<file path="src/rtl/pipeline_stage_buffer.sv">
`default_nettype none
// ============================================================================
// Module      : pipeline_stage_buffer
// Description : Pipeline stage register with valid/ready handshake, kill and
//               flush handling, and an unstalled sideband register.
//               A main register drives out_data; when PIPE_STAGE_SKID_EN is
//               defined a skid register holds a second beat so that in_ready
//               comes straight from state flops. When the macro is undefined
//               the stage holds one beat and in_ready looks at out_ready.
// Macro       : PIPE_STAGE_SKID_EN (two-entry skid buffer enable)
// Revision    : 1.0 - initial release
// ============================================================================
module pipeline_stage_buffer #(
  parameter int                DATA_W   = 128,
  parameter logic [DATA_W-1:0] NOP_WORD = {DATA_W{1'b0}},
  parameter int                SIDE_W   = 1
) (
  input  logic              clk,
  input  logic              rst,
  input  logic              in_valid,
  output logic              in_ready,
  input  logic [DATA_W-1:0] in_data,
  input  logic              in_kill,
  input  logic              flush,
  output logic              out_valid,
  input  logic              out_ready,
  output logic [DATA_W-1:0] out_data,
  input  logic [SIDE_W-1:0] side_in,
  output logic [SIDE_W-1:0] q_side,
  output logic [1:0]        occ
);

  // State encoding doubles as the occupancy count.
  localparam logic [1:0] c_EMPTY = 2'd0;
  localparam logic [1:0] c_ONE   = 2'd1;
  localparam logic [1:0] c_FULL  = 2'd2;

  logic [1:0]        r_state;
  logic [1:0]        w_state_nxt;
  logic [DATA_W-1:0] r_main;
  logic [SIDE_W-1:0] r_side;
  logic              w_accept;
  logic              w_store;
  logic              w_pop;
`ifdef PIPE_STAGE_SKID_EN
  logic [DATA_W-1:0] r_skid;
`endif

  // Handshake qualifiers: a killed beat is accepted but never stored.
  always_comb begin
    w_accept = in_valid & in_ready & ~flush;
    w_store  = w_accept & ~in_kill;
    w_pop    = out_valid & out_ready;
  end

  // State register; reset wins over every other input.
  always_ff @(posedge clk) begin
    if (rst) begin
      r_state <= c_EMPTY;
    end else begin
      r_state <= w_state_nxt;
    end
  end

  // Next-state decode; flush discards everything, ignoring accept and pop.
  always_comb begin
    w_state_nxt = r_state;
    if (flush) begin
      w_state_nxt = c_EMPTY;
    end else begin
      case (r_state)
        c_EMPTY: begin
          if (w_store) w_state_nxt = c_ONE;
        end
        c_ONE: begin
`ifdef PIPE_STAGE_SKID_EN
          if (w_store && !w_pop) w_state_nxt = c_FULL;
          else if (!w_store && w_pop) w_state_nxt = c_EMPTY;
`else
          if (!w_store && w_pop) w_state_nxt = c_EMPTY;
`endif
        end
`ifdef PIPE_STAGE_SKID_EN
        c_FULL: begin
          if (w_pop) w_state_nxt = c_ONE;
        end
`endif
        default: w_state_nxt = c_EMPTY;
      endcase
    end
  end

  // Output decode; out_data is forced to the NOP encoding whenever idle.
  always_comb begin
    occ       = r_state;
    out_valid = (r_state != c_EMPTY);
    out_data  = (r_state != c_EMPTY) ? r_main : NOP_WORD;
`ifdef PIPE_STAGE_SKID_EN
    // Registered-only decode keeps out_ready off the upstream ready path.
    in_ready  = (r_state != c_FULL);
`else
    in_ready  = (r_state == c_EMPTY) | out_ready;
`endif
    q_side    = r_side;
  end

  // Payload registers: main feeds the output, skid catches the overflow beat.
  always_ff @(posedge clk) begin
    if (rst || flush) begin
      r_main <= NOP_WORD;
`ifdef PIPE_STAGE_SKID_EN
      r_skid <= NOP_WORD;
`endif
    end else begin
      case (r_state)
        c_EMPTY: begin
          if (w_store) r_main <= in_data;
        end
        c_ONE: begin
          if (w_store && w_pop) r_main <= in_data;
`ifdef PIPE_STAGE_SKID_EN
          else if (w_store) r_skid <= in_data;
`endif
        end
`ifdef PIPE_STAGE_SKID_EN
        c_FULL: begin
          if (w_pop) begin
            r_main <= r_skid;
            r_skid <= NOP_WORD;
          end
        end
`endif
        default: r_main <= r_main;
      endcase
    end
  end

  // Sideband follows side_in every cycle regardless of stall, kill or flush.
  always_ff @(posedge clk) begin
    if (rst) begin
      r_side <= '0;
    end else begin
      r_side <= side_in;
    end
  end

endmodule
`default_nettype wire

</file>
<file path="config.mk">
export PLATFORM = sky130hd
export DESIGN_NAME = pipeline_stage_buffer
export DESIGN_NICKNAME = d
export VERILOG_FILES = /design/src/rtl/pipeline_stage_buffer.sv
export SDC_FILE = /design/constraint.sdc
export NUM_CORES = 1
export LEC_CHECK = 0
export CAP_MARGIN = 30
export CORE_MARGIN = 3
export CORE_UTILIZATION = 35
export DETAILED_ROUTE_END_ITERATION = 16
export GPL_ROUTABILITY_DRIVEN = 0
export PLACE_DENSITY = 0.68
export SYNTH_ARGS = -nofsm -noshare
export SYNTH_HDL_FRONTEND = slang
export SYNTH_SLANG_ARGS = --single-unit
</file>
<file path="constraint.sdc">
create_clock -name clk -period 2.4 [get_ports clk]
set_input_delay 0.48 -clock clk [delete_from_list [all_inputs] [get_ports clk]]
set_output_delay 0.48 -clock clk [all_outputs]
set_load 0.03 [all_outputs]
</file>
==> flow_summary.ini <==
[synth]
synth_compound_area_share_pct = 0.122
synth_cell_types = 16
syn_inst = 707
synthMuxAreaShare_pct = 20.8
synth-adder-area-share_pct = 0
synth_fp_nets = 842
ys_warn_count = 0
synthTopCellsByArea = dfxtp_1 (42%), mux2i_1 (21%), nand2_1 (16%)
synth.top_cell.area_share_pct = 42.2
synth_area_leader_cell = dfxtp_1
avgSynthCellArea_sq_um = 8.72
seq_area_frac_synth_pct = 42.2
netlist_area_sq_mm = 0.00616
synth_seq_cells = 130
synthSimpleGateAreaFrac_pct = 29.2
synth_top_family_by_area = simple AND/OR/NAND/NOR gates
synth-xor-area-share_pct = 0

[pwr]
ir_drop_uv = 440
clock_power_share_pct = 48.0
swShare_pct = 22.3
power_leakage_nw = 4.36
internal_power_mw = 4.17
p_seq_share_pct = 41.6
combPwrFrac_pct = 10.4
power_density_mw_per_mm2 = 569
switching_power_mw = 1.20

[detailed_routing]
wl_per_cell_um = 13.8
num_vias = 5267
remaining_drc_errors = 0
wl_um = 16400
antenna_left = 0
drt_iter0_drc = 180
viasPerCell = 4.43
firstDrtPassIters = 5

[floorplanning]
initial_core_util_pct = 36.5
num_io_pins = 268
rows = 47
die_x_um = 139
dieArea_sq_mm = 0.0192
core-area_sq_mm = 0.0169
fp.dieH_um = 139

[worst_hold_path]
holdPathStages = 2
min_from = r_main[98]$_SDFFE_PP0P_
holdCritPathClass = reg -> reg
min_to = r_main[98]$_SDFFE_PP0P_

[clocking]
clk_pin_slew_worst_paths_ns = 0.06
cts_sinks = 130
cts_root_buffer = clkbuf_16
cts_max_level = 4
numCtsBuffers = 17
clk_path_buf_depth = 2
clk_latency_ns = 0.40
cts_tree = built

[cells_and_area]
final_area_sq_mm = 0.00943
drive_above_1_share_pct = 6.40
final_nets = 1091
num_antenna_cells = 0
syn_to_final_growth_pct = 53.0
fill_cells = 1552

[timing]
slew_viol_final = 0
setup_violations = 0
setup_ws_ns = 0.0840
fmax_ghz = 0.432
finalHoldViolations = 0
totalNegativeSetupSlack_ns = 0
fin_skew_ns = 0.00503
rsz0062_at_grt = false
relSlewSlack_pct = 66.1
layout_min_cycle_time_ns = 2.32
timing.hold.ws_ns = 0.450
timing.final.crit_share_pct = 96.5
worst_pin_slew_ns = 0.508

[global_route]
grt_util_met1_pct = 20.8
grt_pass1_wl_um = 26400
grt_use_total_pct = 16.7
overflow = 0
grt_max_degree = 124
grt_pass1_vias = 5069
use_met3_pct = 8.31
antenna_found_initial = 0
busiest_layer = met2
met2_usage_pct = 25.7

[placed_design]
dpl-instance-area_sq_mm = 0.00890
hpwl_um = 11500
numPortBuffers = 266
pre_cts_ws_ns = 0.151

[worst_setup_path]
crit_slowest_cell = clkdlybuf4s50_1
crit_arrival_ns = 1.84
cp.required_ns = 1.92
r2r_slack_ns = 0.75
r2r_end = r_main[50]$_SDFFE_PP0P_
reg2reg_depth = 6
path_cells = buf_4, and2_1, clkdlybuf4s50_1
path_delay_family = buffers and inverters
path_buf_inv = 2
worstSetupStartpointType = flop
worstPathMaxFanout = 24
critPathMaxStageDelay_ns = 0.67
crit_path_end_kind = primary output
worstSetupPathType = reg -> out
worstReg2RegStart = occ[0]$_SDFFE_PP0P_
worstSetupPathDepth = 3

[run]
cap_violations = 0

[run_status]
status = finished, final reports clean
[cell usage in the layout, fill, tap and decap left out]
master           netlist  final
nor2_4                 0      1
dfxtp_2                0      1
clkinvlp_4             0      2
clkbuf_1              16      2
nor2b_1                1      1
buf_12                11      9
dlymetal6s2s_1         0     19
clkinv_4               0      1
mux2i_1              128    128
nand2b_1               2      2
nand2_1              256    256
clkdlybuf4s50_1        0    153
dlygate4sd2_1          0     87
buf_4                  2     20
nor2b_4                1      1
dfxtp_1              130    129
and2_1               128    128
bufinv_16              0      2
clkinv_2               0      4
a21boi_0               1      1
conb_1                 1      1
clkbuf_8               0      4
clkbuf_16              0     17
[tightest hold or removal path, cell delays in order (launching register included)]
cell     delay (ns)
dfxtp_1        0.30
nand2_1        0.05
mux2i_1        0.05
[registers in the layout, summed over array words and instances (netlist names)]
signal	flops
q_side	1
r_main	128
occ	1
[routing by layer]
layer | routed length, um | share of wire, %
met1 | 7320 | 45
met2 | 7250 | 44
met3 | 1560 | 9.5
met4 | 230 | 1.4
met5 | 0 | 0
[cell families after synthesis]
| logic type | after synthesis |
|---|---|
| and+or+nand+nor | 389 |
| AOI/OAI and AO/OA | 1 |
| muxes | 128 |
| buffers and inverters | 58 |
| other | 1 |
| DFF | 130 |
[timing repair]
action                                  in CTS  in global routing
resized for setup                           87                 19
buffers inserted                             0                  0
hold buffers                                 0                  0
pin swaps                                    0                  0
endpoints found under the setup margin      87                 19
endpoints found under the hold margin        0                  0
[worst max-delay path by stage]
| stage | from | endpoint | slack, ns |
|---|---|---|---|
| after floorplan | occ[0]$_SDFFE_PP0P_ | out_data[0] | 0.57 |
| after global placement | out_ready | in_ready | 0.14 |
| after detailed placement | out_ready | in_ready | 0.15 |
| after CTS | occ[0]$_SDFFE_PP0P_ | out_data[93] | 0.02 |
| after global routing | occ[0]$_SDFFE_PP0P_ | out_data[91] | 0.003 |
| final | occ[0]$_SDFFE_PP0P_ | out_data[102] | 0.08 |
[metrics by stage]
step                instances  power, mW  utilization, %
floorplan                 707       2.57               -
global placement         1157       2.84            52.7
detailed placement       1157       2.84            52.7
CTS                      1189       5.45            55.6
global route             1189       5.61            55.9
finish                   1189       5.37            55.9
[cell type report]
| class | count | area [sq um] | share of cell area (%) |
|---|---|---|---|
| multi-input combinational | 519 | 3100 | 32.9 |
| clock buffer | 23 | 488 | 5.17 |
| clock inverter | 9 | 104 | 1.10 |
| tap | 220 | 275 | 2.92 |
| timing repair buffer | 288 | 2860 | 30.3 |
| sequential | 130 | 2600 | 27.6 |
[synthesized netlist by cell type]
| library cell | count |
|---|---|
| nand2_1 | 256 |
| dfxtp_1 | 130 |
| and2_1 | 128 |
| mux2i_1 | 128 |
| buf_2 | 26 |
| clkbuf_1 | 16 |
| buf_12 | 11 |
| buf_4 | 2 |
| buf_8 | 2 |
| nand2b_1 | 2 |
| a21boi_0 | 1 |
| buf_6 | 1 |
| conb_1 | 1 |
| nor2_2 | 1 |
| nor2b_1 | 1 |
| nor2b_4 | 1 |
[power by group through the flow]
stage | sequential (mW) | combinational, mW | clock, mW
after CTS | 2.23 | 0.566 | 2.66
final | 2.23 | 0.559 | 2.58
after floorplan | 2.27 | 0.300 | 0
after global placement | 2.28 | 0.563 | 0
after global routing | 2.24 | 0.605 | 2.77
after detailed placement | 2.28 | 0.566 | 0
Power figures use the tool's default switching activity.
